--- src/rtl/ssd_display_arb_pkg.sv ---
// Shared constants and helpers for the seven-segment display arbiter.
// Holds digit geometry, the blank code and the arbiter state encoding.
package ssd_display_arb_pkg;

   localparam int BCD_BIT_WIDTH = 4;
   localparam int SSD_NUM       = 4;
   localparam int DIG_BUS_W     = BCD_BIT_WIDTH * SSD_NUM;

   localparam logic [BCD_BIT_WIDTH-1:0] BLANK_CODE = 4'hF;
   localparam logic [1:0]               NO_OWNER   = 2'b11;

   typedef enum logic {
      ST_IDLE = 1'b0,
      ST_OWN  = 1'b1
   } arb_state_t;

   // Lowest set index wins; NO_OWNER when nothing is requested.
   function automatic logic [1:0] pick_first(input logic [2:0] r);
      logic [1:0] idx;
      idx = NO_OWNER;
      priority case (1'b1)
         r[0]:    idx = 2'd0;
         r[1]:    idx = 2'd1;
         r[2]:    idx = 2'd2;
         default: idx = NO_OWNER;
      endcase
      return idx;
   endfunction

   // Owner index to one-hot grant; no owner gives all zeros.
   function automatic logic [2:0] to_onehot(input logic [1:0] idx);
      logic [2:0] g;
      g = 3'b000;
      unique case (idx)
         2'd0:    g = 3'b001;
         2'd1:    g = 3'b010;
         2'd2:    g = 3'b100;
         default: g = 3'b000;
      endcase
      return g;
   endfunction

endpackage

--- src/rtl/ssd_display_arb_tick_gen.sv ---
// Free-running scan tick divider for the display scan controller.
// Counts 0..SCAN_DIV-1 and flags the last count of each period.
module ssd_tick_gen #(
   parameter int SCAN_DIV = 50000
) (
   input  logic clk,
   input  logic rst,
   output logic tick
);

   localparam logic [15:0] CNT_MAX = 16'(SCAN_DIV - 1);

   logic [15:0] cnt;

   // Wrapping period counter, never disturbed by arbitration.
   always_ff @(posedge clk or posedge rst) begin
      if (rst) begin
         cnt <= '0;
      end else if (cnt == CNT_MAX) begin
         cnt <= '0;
      end else begin
         cnt <= cnt + 16'd1;
      end
   end

   assign tick = (cnt == CNT_MAX);

endmodule

--- src/rtl/ssd_display_arb.sv ---
// Three-way arbiter owning a shared four-digit seven-segment display.
// Ownership is held for a minimum number of scan ticks before handover.
module ssd_display_arb
   import ssd_display_arb_pkg::*;
#(
   parameter int SCAN_DIV   = 50000,
   parameter int HOLD_TICKS = 200
) (
   input  logic        clk,
   input  logic        rst,
   input  logic [2:0]  req,
   input  logic [15:0] req_digits0,
   input  logic [15:0] req_digits1,
   input  logic [15:0] req_digits2,
   output logic [2:0]  grant,
   output logic [1:0]  owner,
   output logic [3:0]  dig0,
   output logic [3:0]  dig1,
   output logic [3:0]  dig2,
   output logic [3:0]  dig3,
   output logic        scan_tick,
   output logic        blank
);

   localparam logic [7:0]           HOLD_INIT = 8'(HOLD_TICKS);
   localparam logic [DIG_BUS_W-1:0] BLANK_BUS = {SSD_NUM{BLANK_CODE}};

   arb_state_t           state;
   logic [7:0]           hold_cnt;
   logic [DIG_BUS_W-1:0] dig_q;

   logic [1:0]  first;
   logic        req_own;
   logic        hold_zero;
   logic        take;
   logic        go_idle;

   ssd_tick_gen #(
      .SCAN_DIV (SCAN_DIV)
   ) u_tick (
      .clk  (clk),
      .rst  (rst),
      .tick (scan_tick)
   );

   function automatic logic [DIG_BUS_W-1:0] sel_digits(
      input logic [1:0] idx
   );
      logic [DIG_BUS_W-1:0] d;
      d = BLANK_BUS;
      unique case (idx)
         2'd0:    d = req_digits0;
         2'd1:    d = req_digits1;
         2'd2:    d = req_digits2;
         default: d = BLANK_BUS;
      endcase
      return d;
   endfunction

   // Handover decisions from the hold count registered this cycle.
   always_comb begin
      first     = pick_first(req);
      req_own   = |(req & grant);
      hold_zero = (hold_cnt == 8'd0);
      take      = 1'b0;
      go_idle   = 1'b0;
      if (hold_zero) begin
         if (req_own) begin
            take = (first < owner);
         end else begin
            take    = (first != NO_OWNER);
            go_idle = (first == NO_OWNER);
         end
      end
   end

   // Ownership FSM with registered grant, owner, blank and digits.
   always_ff @(posedge clk or posedge rst) begin
      if (rst) begin
         state    <= ST_IDLE;
         grant    <= 3'b000;
         owner    <= NO_OWNER;
         blank    <= 1'b1;
         dig_q    <= BLANK_BUS;
         hold_cnt <= 8'd0;
      end else begin
         unique case (state)
            ST_IDLE: begin
               if (|req) begin
                  state    <= ST_OWN;
                  owner    <= first;
                  grant    <= to_onehot(first);
                  blank    <= 1'b0;
                  dig_q    <= sel_digits(first);
                  hold_cnt <= HOLD_INIT;
               end
            end
            ST_OWN: begin
               if (take) begin
                  owner    <= first;
                  grant    <= to_onehot(first);
                  dig_q    <= sel_digits(first);
                  hold_cnt <= HOLD_INIT;
               end else if (go_idle) begin
                  state    <= ST_IDLE;
                  owner    <= NO_OWNER;
                  grant    <= 3'b000;
                  blank    <= 1'b1;
                  dig_q    <= BLANK_BUS;
                  hold_cnt <= 8'd0;
               end else begin
                  if (scan_tick && !hold_zero) begin
                     hold_cnt <= hold_cnt - 8'd1;
                  end
                  if (req_own) begin
                     dig_q <= sel_digits(owner);
                  end
               end
            end
            default: begin
               state <= ST_IDLE;
            end
         endcase
      end
   end

   assign dig0 = dig_q[3:0];
   assign dig1 = dig_q[7:4];
   assign dig2 = dig_q[11:8];
   assign dig3 = dig_q[15:12];

endmodule
--- config.mk ---
export PLATFORM = sky130hd
export DESIGN_NAME = ssd_display_arb
export DESIGN_NICKNAME = d
export VERILOG_FILES = /design/src/rtl/ssd_display_arb_pkg.sv /design/src/rtl/ssd_display_arb_tick_gen.sv /design/src/rtl/ssd_display_arb.sv
export SDC_FILE = /design/constraint.sdc
export NUM_CORES = 1
export LEC_CHECK = 0
export ABC_AREA = 1
export CAP_MARGIN = 20
export CORE_MARGIN = 8
export CORE_UTILIZATION = 46
export CTS_BUF_LIST = sky130_fd_sc_hd__clkbuf_8 sky130_fd_sc_hd__clkbuf_16
export DETAILED_ROUTE_END_ITERATION = 12
export PLACE_DENSITY = 0.8
export SKIP_CTS_REPAIR_TIMING = 1
export SYNTH_ARGS = -nofsm -noshare
export SYNTH_HDL_FRONTEND = slang
export SYNTH_SLANG_ARGS = --single-unit
--- constraint.sdc ---
create_clock -name clk -period 2 [get_ports clk]
set_input_delay 0.4 -clock clk [delete_from_list [all_inputs] [get_ports clk]]
set_output_delay 0.4 -clock clk [all_outputs]
set_load 0.005 [all_outputs]
==> results by group, run 1 <==
Clock network
  – H-tree levels: 2
  – CTS Buf Count: 5
  – CTS clk-pin slew, worst paths: 0.08 ns
  – Clock root cell: clkbuf_8
  – TritonCTS clock tree: built
  – Clock buffer depth: 2
  – Total clock sinks: 47
  – Clock network latency to the later pin of the worst-skew pair: 0.29 ns

Power and ir drop
  – Leakage: 2.111 nW
  – PD cells: 1200 nW/µm²
  – Worst vdd ir: 0.5310 mV

Logic synthesis
  – FF+latch count, synth: 47
  – Post-Syn Area: 3342 µm²
  – Syn Inst Count: 481
  – Post-synthesis compound-gate area fraction: 14.94%
  – Post-synthesis mux area share: 0%
  – Adder-cell share of the synthesized area: 1.123%
  – Sequential cell area fraction in the yosys report: 35.90%
  – Mapped Nets: 537
  – Largest family of logic cells by synthesized area: simple AND/OR/NAND/NOR gates
  – Post-synthesis simple-gate area fraction: 36.13%
  – Yosys cell types: 36
  – XOR/XNOR Fraction of Synth Area: 2.621%
  – Synth warn: 0
  – Mean Syn Cell Area: 6.948 µm²

Placed design
  – Post-Place Cells: 659
  – Port buffer count: 75
  – GP Congestion: 0.9677
  – Dpl ws: -0.1623 ns
  – Final HPWL DP: 7216 µm
  – Cell area after placement: 4330 µm²

Final layout
  – Share of post-route cells with drive strength above 1: 15.32%
  – Util after Layout: 62.55%
  – Commonest non-fill, non-tap cell in the layout: nand2_1
  – Nets: 623
  – Fin area: 4464 µm²
  – Ant. Diodes: 0
  – Non-Filler Instances: 667
  – Fillcell total: 625
  – Layout area overhead: 33.58%
  – Most frequent cells in the layout: 164 x nand2_1, 73 x clkdlybuf4s50_1, 40 x inv_1, 34 x a21oi_1

STA
  – Post-layout min period: 1.891 ns
  – FMAX: 528.8 MHz
  – Skew final: 0.01121 ns
  – Final Setup Violations: 0
  – Fin. Hold Viols: 0
  – Slew Limit Fails: 0
  – Total negative setup slack: 0 ns
  – Period utilization: 94.55%
  – Post-route setup slack: 0.1089 ns
  – Worst-margin pin slew: 0.6671 ns
  – Worst slew margin: 55.48%

Min path
  – HP Class: flop to flop
  – Hold path startpoint: dig_q[12]
  – WHS Path Cells: 2
  – Hold Path End: dig_q[12]

Critical path
  – Slowest stage delay, CP: 0.38 ns
  – Nature of the critical path startpoint: flop
  – Critical path class: flop to flop
  – WP data arrival: 2.11 ns
  – WP buf/inv: 2
  – Slowest cell on crit path: dfrtp_1
  – Slack of the worst reg-to-reg path: 0.11 ns
  – Worst Setup End Kind: flop
  – Reg2reg end: dig_q[6]
  – Worst-path fanout max: 25
  – FF-to-FF path depth: 11
  – CP Data Required Time: 2.21 ns
  – Cell family with most CP delay: simple AND/OR/NAND/NOR gates
  – FF-to-FF Start: hold_cnt[0]
  – Crit path cell chain: inv_1 > ha_1 > nand2_1 > nor2_4 > nand3_4 > nor2_4 > nand2_4 > nand3_2 > nand2_4 > buf_12 > o21ai_1
  – Critical Path Stages: 11

GRT
  – Congestion Overflow GR: 0
  – First-pass GRT wire length: 15590 µm
  – Antenna violations before repair: 0
  – Vias in the first global route: 3406
  – Gr usage total: 18.45%
  – Largest net degree at the start of global routing: 32

Run status
  – Status: finished clean

Route
  – Wire length on met1: 4059 µm
  – ANT nets after route: 0
  – Starting DRT DRC Count: 196
  – Met2 wire length: 4385 µm
  – DRC: 0
  – Max Used Layer: met4
  – DR WL met3: 687 µm
  – Routed vias: 3496
  – DR WL/cell: 13.85 µm
  – WL final: 9237 µm
  – DR vias/cell: 5.241
  – Detailed Routing Iterations Pass 1: 5

Floorplanning
  – Die Ht: 101.2 µm
  – Die width: 101.2 µm
  – Starting Density: 46.83%
  – Die area: 10250 µm²
  – Placeable core area: 7137 µm²
  – Core Rows: 31
  – IO Count: 76

Flow run
  – Max-cap violations: 0
-- cell families after synthesis --
kind of cell,after synthesis
AO/OA/AOI/OAI,90
XOR/XNOR,10
adder cells (fa/ha/maj),3
buffers and inverters,69
flip-flops,47
AND/OR/NAND/NOR,262
-- through the flow --
step	total power, W	hold WS, ns
2_1_floorplan	0.003664	0.4331
3_3_place_gp	0.004607	0.4472
3_5_place_dp	0.004709	0.4593
4_1_cts	0.005341	0.4711
5_1_grt	0.005811	0.4899
6_report	0.005358	0.4677
-- state kept, by name, indices dropped and copies added (netlist names) --
| signal | cells |
|---|---|
| state | 1 |
| u_tick.cnt | 16 |
| owner | 2 |
| hold_cnt | 8 |
| grant | 3 |
| blank | 1 |
| dig_q | 16 |
-- how the worst max path moves through the flow --
stage | slack, ns | end | startpoint
floorplan | 0.03 | hold_cnt[6] | owner[1]
global placement | -0.11 | dig_q[6] | req[0]
detailed placement | -0.16 | dig_q[6] | req[0]
CTS | -0.30 | scan_tick | u_tick.cnt[0]
global route | -0.006 | hold_cnt[0] | hold_cnt[0]
finish | 0.11 | dig_q[6] | hold_cnt[0]
-- worst reg2reg max path: cells and delay by family (launching register included) --
family	cells	cell delay (ns)
buffers and inverters	2	0.26
and+or+nand+nor	7	0.83
DFF	1	0.38
AOI/OAI and AO/OA	1	0.15
adders and majority gates	1	0.19
-- area by class of cell --
type	count	area, µm²	share of cell area, %
sequential	47	1200	26.88
timing repair buffer	101	997.2	22.34
clock buffer	7	96.34	2.158
inverter	47	178.9	4.008
multi-input combinational	365	1864	41.76
tap	99	123.9	2.775
clock inverter	1	3.754	0.08408
-- synth_stat cells --
master	count	area (µm²)
inv_4	1	6.260
xor2_1	9	78.83
or2_2	1	6.260
nand2_4	5	56.30
buf_2	9	45.04
inv_1	41	153.9
nand3_1	17	85.08
nor2_4	4	45.04
o21ai_2	10	87.58
dfrtp_1	28	700.7
nand4_1	23	143.9
buf_4	2	15.01
buf_1	3	11.26
nor2_2	2	12.51
nor3_1	2	10.01
clkbuf_1	4	15.01
ha_1	3	37.54
nand2_1	164	615.6
nor4_1	4	25.02
nand2_2	1	6.260
dfstp_2	19	499.2
a22o_1	1	8.760
nor2_1	28	105.1
nor4_4	1	21.27
o211ai_1	1	7.510
o21ai_1	14	70.07
nand3_2	3	30.03
clkinv_1	1	3.750
a21oi_1	34	170.2
nor3b_1	1	7.510
buf_6	4	45.04
inv_2	4	15.01
a22oi_1	2	15.01
xnor2_1	1	8.760
o21ai_0	28	140.1
and3_1	6	37.54
-- report_power, final --
group          total, W  internal (W)  switching, W  leakage [nW]
clock network  0.000609      0.000311      0.000298        0.0557
registers       0.00164       0.00140      0.000236         0.558
logic           0.00311       0.00144       0.00166          1.50
total           0.00536       0.00316       0.00220          2.11
-- metal layers --
layer / up-vias / GRT usage, %
met5: - / 0
met4: 0 / 5.956
met3: 10 / 4.261
met2: 141 / 29.86
met1: 1606 / 23.68
li1: 1739 / -
(Power assumes the default switching activity.)
==> run 2: changes to the inputs <==
CTS_CLUSTER_SIZE = 24   (was not set)
HOLD_SLACK_MARGIN = 0.1   (was not set)
PLACE_DENSITY = 0.77   (was 0.8)
==> run 2 against run 1 <==
Against the previous run:
- fmax shrank 1.2%
- global-route usage shrank 0.21 points
- power grew 1.7%
- sequential power grew 3%
- die area is the same
- core utilization grew 0.91 points
- critical path type is now flop to output pin
- largest power group unchanged
- highest routed layer unchanged
==> results by group, run 2 (synthesis gave the netlist of run 1 again) <==
Final layout
  – Reg area: 1204 µm² (was 1200 µm²)
  – Non-Filler Instances: 671 (was 667)
  – Biggest regs: dig_q: 16 flops, u_tick.cnt: 16 flops, hold_cnt: 8 flops (unchanged)
  – Share of post-route cells with drive strength above 1: 16.61% (was 15.32%)
  – Layout area overhead: 35.53% (was 33.58%)
  – Nets: 628 (was 623)
  – Fin area: 4529 µm² (was 4464 µm²)
  – Ant. Diodes: 0 (unchanged)
  – Most frequent cells in the layout: 164 x nand2_1, 74 x clkdlybuf4s50_1, 39 x inv_1, 34 x a21oi_1 (was 164 x nand2_1, 73 x clkdlybuf4s50_1, 40 x inv_1, 34 x a21oi_1)
  – Multi-input logic area: 1892 µm² (was 1864 µm²)
  – Fillcell total: 653 (was 625)
  – Util after Layout: 63.46% (was 62.55%)
  – Commonest non-fill, non-tap cell in the layout: nand2_1 (unchanged)

Floorplanning
  – Starting Density: 46.83% (unchanged)
  – Die Ht: 101.2 µm (unchanged)
  – Die area: 10250 µm² (unchanged)
  – Core Rows: 31 (unchanged)
  – Placeable core area: 7137 µm² (unchanged)
  – Die width: 101.2 µm (unchanged)
  – IO Count: 76 (unchanged)

Power and ir drop
  – Switching portion of total power: 40.15% (was 41.03%)
  – Clock power frac: 12.0% (was 11.4%)
  – Internal: 0.003261 W (was 0.003160 W)
  – PD cells: 1203 nW/µm² (was 1200 nW/µm²)
  – Leakage: 2.131 nW (was 2.111 nW)
  – Worst vdd ir: 0.6861 mV (was 0.5310 mV)
  – Seq pwr share: 31.0% (was 30.6%)
  – Logic pwr share: 57.1% (was 58.0%)
  – P_sw: 0.002187 W (was 0.002198 W)

GRT
  – Vias in the first global route: 3394 (was 3406)
  – Antenna violations before repair: 0 (unchanged)
  – Gr usage total: 18.24% (was 18.45%)
  – Congestion Overflow GR: 0 (unchanged)
  – Largest net degree at the start of global routing: 36 (was 32)
  – First-pass GRT wire length: 15550 µm (was 15590 µm)

Critical path
  – WP buf/inv: 1 (was 2)
  – Worst-path fanout max: 11 (was 25)
  – Slack of the worst reg-to-reg path: 0.16 ns (was 0.11 ns)
  – Worst Setup End Kind: output pin (was flop)
  – Nature of the critical path startpoint: flop (unchanged)
  – Slowest cell on crit path: dfstp_4 (was dfrtp_1)
  – FF-to-FF path depth: 10 (was 11)
  – Slowest stage delay, CP: 0.69 ns (was 0.38 ns)
  – Reg2reg end: dig_q[11] (was dig_q[6])
  – CP Data Required Time: 1.60 ns (was 2.21 ns)
  – FF-to-FF Start: owner[1] (was hold_cnt[0])
  – WP data arrival: 1.51 ns (was 2.11 ns)
  – Cell family with most CP delay: flip-flops (was simple AND/OR/NAND/NOR gates)
  – Critical path class: flop to output pin (was flop to flop)
  – Crit path cell chain: clkdlybuf4s50_1 (was inv_1 > ha_1 > nand2_1 > nor2_4 > nand3_4 > nor2_4 > nand2_4 > nand3_2 > nand2_4 > buf_12 > o21ai_1)

Route
  – DR WL/cell: 13.60 µm (was 13.85 µm)
  – ANT nets after route: 0 (unchanged)
  – Starting DRT DRC Count: 166 (was 196)
  – Routed vias: 3500 (was 3496)
  – DR vias/cell: 5.216 (was 5.241)
  – WL final: 9123 µm (was 9237 µm)
  – DRC: 0 (unchanged)
  – Detailed Routing Iterations Pass 1: 5 (unchanged)

STA
  – Fin. Hold Viols: 0 (unchanged)
  – Final Setup Violations: 0 (unchanged)
  – Total negative setup slack: 0 ns (unchanged)
  – Worst slew margin: 69.39% (was 55.48%)
  – Worst-margin pin slew: 0.4575 ns (was 0.6671 ns)
  – Slew Limit Fails: 0 (unchanged)
  – FMAX: 522.7 MHz (was 528.8 MHz)
  – Skew final: 0.01197 ns (was 0.01121 ns)
  – Final hold slack: 0.3711 ns (was 0.4677 ns)
  – Post-layout min period: 1.913 ns (was 1.891 ns)
  – Period utilization: 95.66% (was 94.55%)

Flow run
  – Max-cap violations: 0 (unchanged)

Placed design
  – GP Congestion: 0.8879 (was 0.9677)
  – Final HPWL DP: 7186 µm (was 7216 µm)
  – Post-Place Cells: 662 (was 659)
  – Cell area after placement: 4353 µm² (was 4330 µm²)
  – Port buffer count: 75 (unchanged)

Clock network
  – CTS clk-pin slew, worst paths: 0.09 ns (was 0.08 ns)
  – Total clock sinks: 47 (unchanged)
  – CTS Buf Count: 5 (unchanged)
  – TritonCTS clock tree: built (unchanged)
  – Clock buffer depth: 2 (unchanged)
  – Clock network latency to the later pin of the worst-skew pair: 0.30 ns (was 0.29 ns)
  – H-tree levels: 2 (unchanged)
  – Clock root cell: clkbuf_8 (unchanged)

Min path
  – HP Class: input pin to asynchronous set/reset pin (was flop to flop)

Run status
  – Status: finished clean (unchanged)
==> run 2: cell types whose count changed in the layout (fill, tap and decap cells not counted), sizes merged <==
cell,change
clkdlybuf4s50,+1
inv,+1
clkbuf,-1
dlymetal6s2s,-1
clkinv,-1
buf,+4
bufinv,+1
==> run 2: area by class of cell <==
| class | instances | share of cell area, % |
|---|---|---|
| multi-input cells | 365 | 41.77 |
| clock buffers | 5 | 1.519 |
| clock inverters | 2 | 0.7459 |
| well taps | 99 | 2.735 |
| flip-flops and latches | 47 | 26.57 |
| repair buffers | 106 | 22.71 |
| inverters | 47 | 3.950 |
==> run 2: layer usage <==
metal	routed length, µm	share of wire [%]	GRT usage [%]	up-vias
met2	4333	47	29.50	135
li1	-	-	-	1752
met5	0	0	0	-
met1	4066	45	23.93	1605
met3	618	6.8	3.849	8
met4	104	1.1	5.040	0
==> run 2: worst max-delay path by stage <==
stage               depth (start not counted)          start     endpoint  slack, ns
floorplan                                  13       owner[1]  hold_cnt[6]       0.03
global placement                           14         req[0]     dig_q[3]      -0.09
detailed placement                         12         req[0]     dig_q[3]      -0.15
CTS                                         6  u_tick.cnt[0]    scan_tick      -0.36
global route                               12         req[1]     dig_q[8]     -0.004
finish                                      1       owner[0]     owner[0]       0.09
==> run 2: through the flow <==
step | total power, W | setup slack, ns
finish | 0.005448 | 0.08687
global route | 0.005943 | -0.004190
CTS | 0.005416 | -0.3556
detailed placement | 0.004745 | -0.1451
global placement | 0.004654 | -0.08528
floorplan | 0.003664 | 0.02786
==> run 2: power groups by stage <==
stage,clock (W),sequential [W],combinational [W]
after global placement,0,0.00171,0.00295
after CTS,0.000681,0.00170,0.00304
after detailed placement,0,0.00171,0.00303
final,0.000653,0.00169,0.00311
after global routing,0.000719,0.00172,0.00350
after floorplan,0,0.00160,0.00206
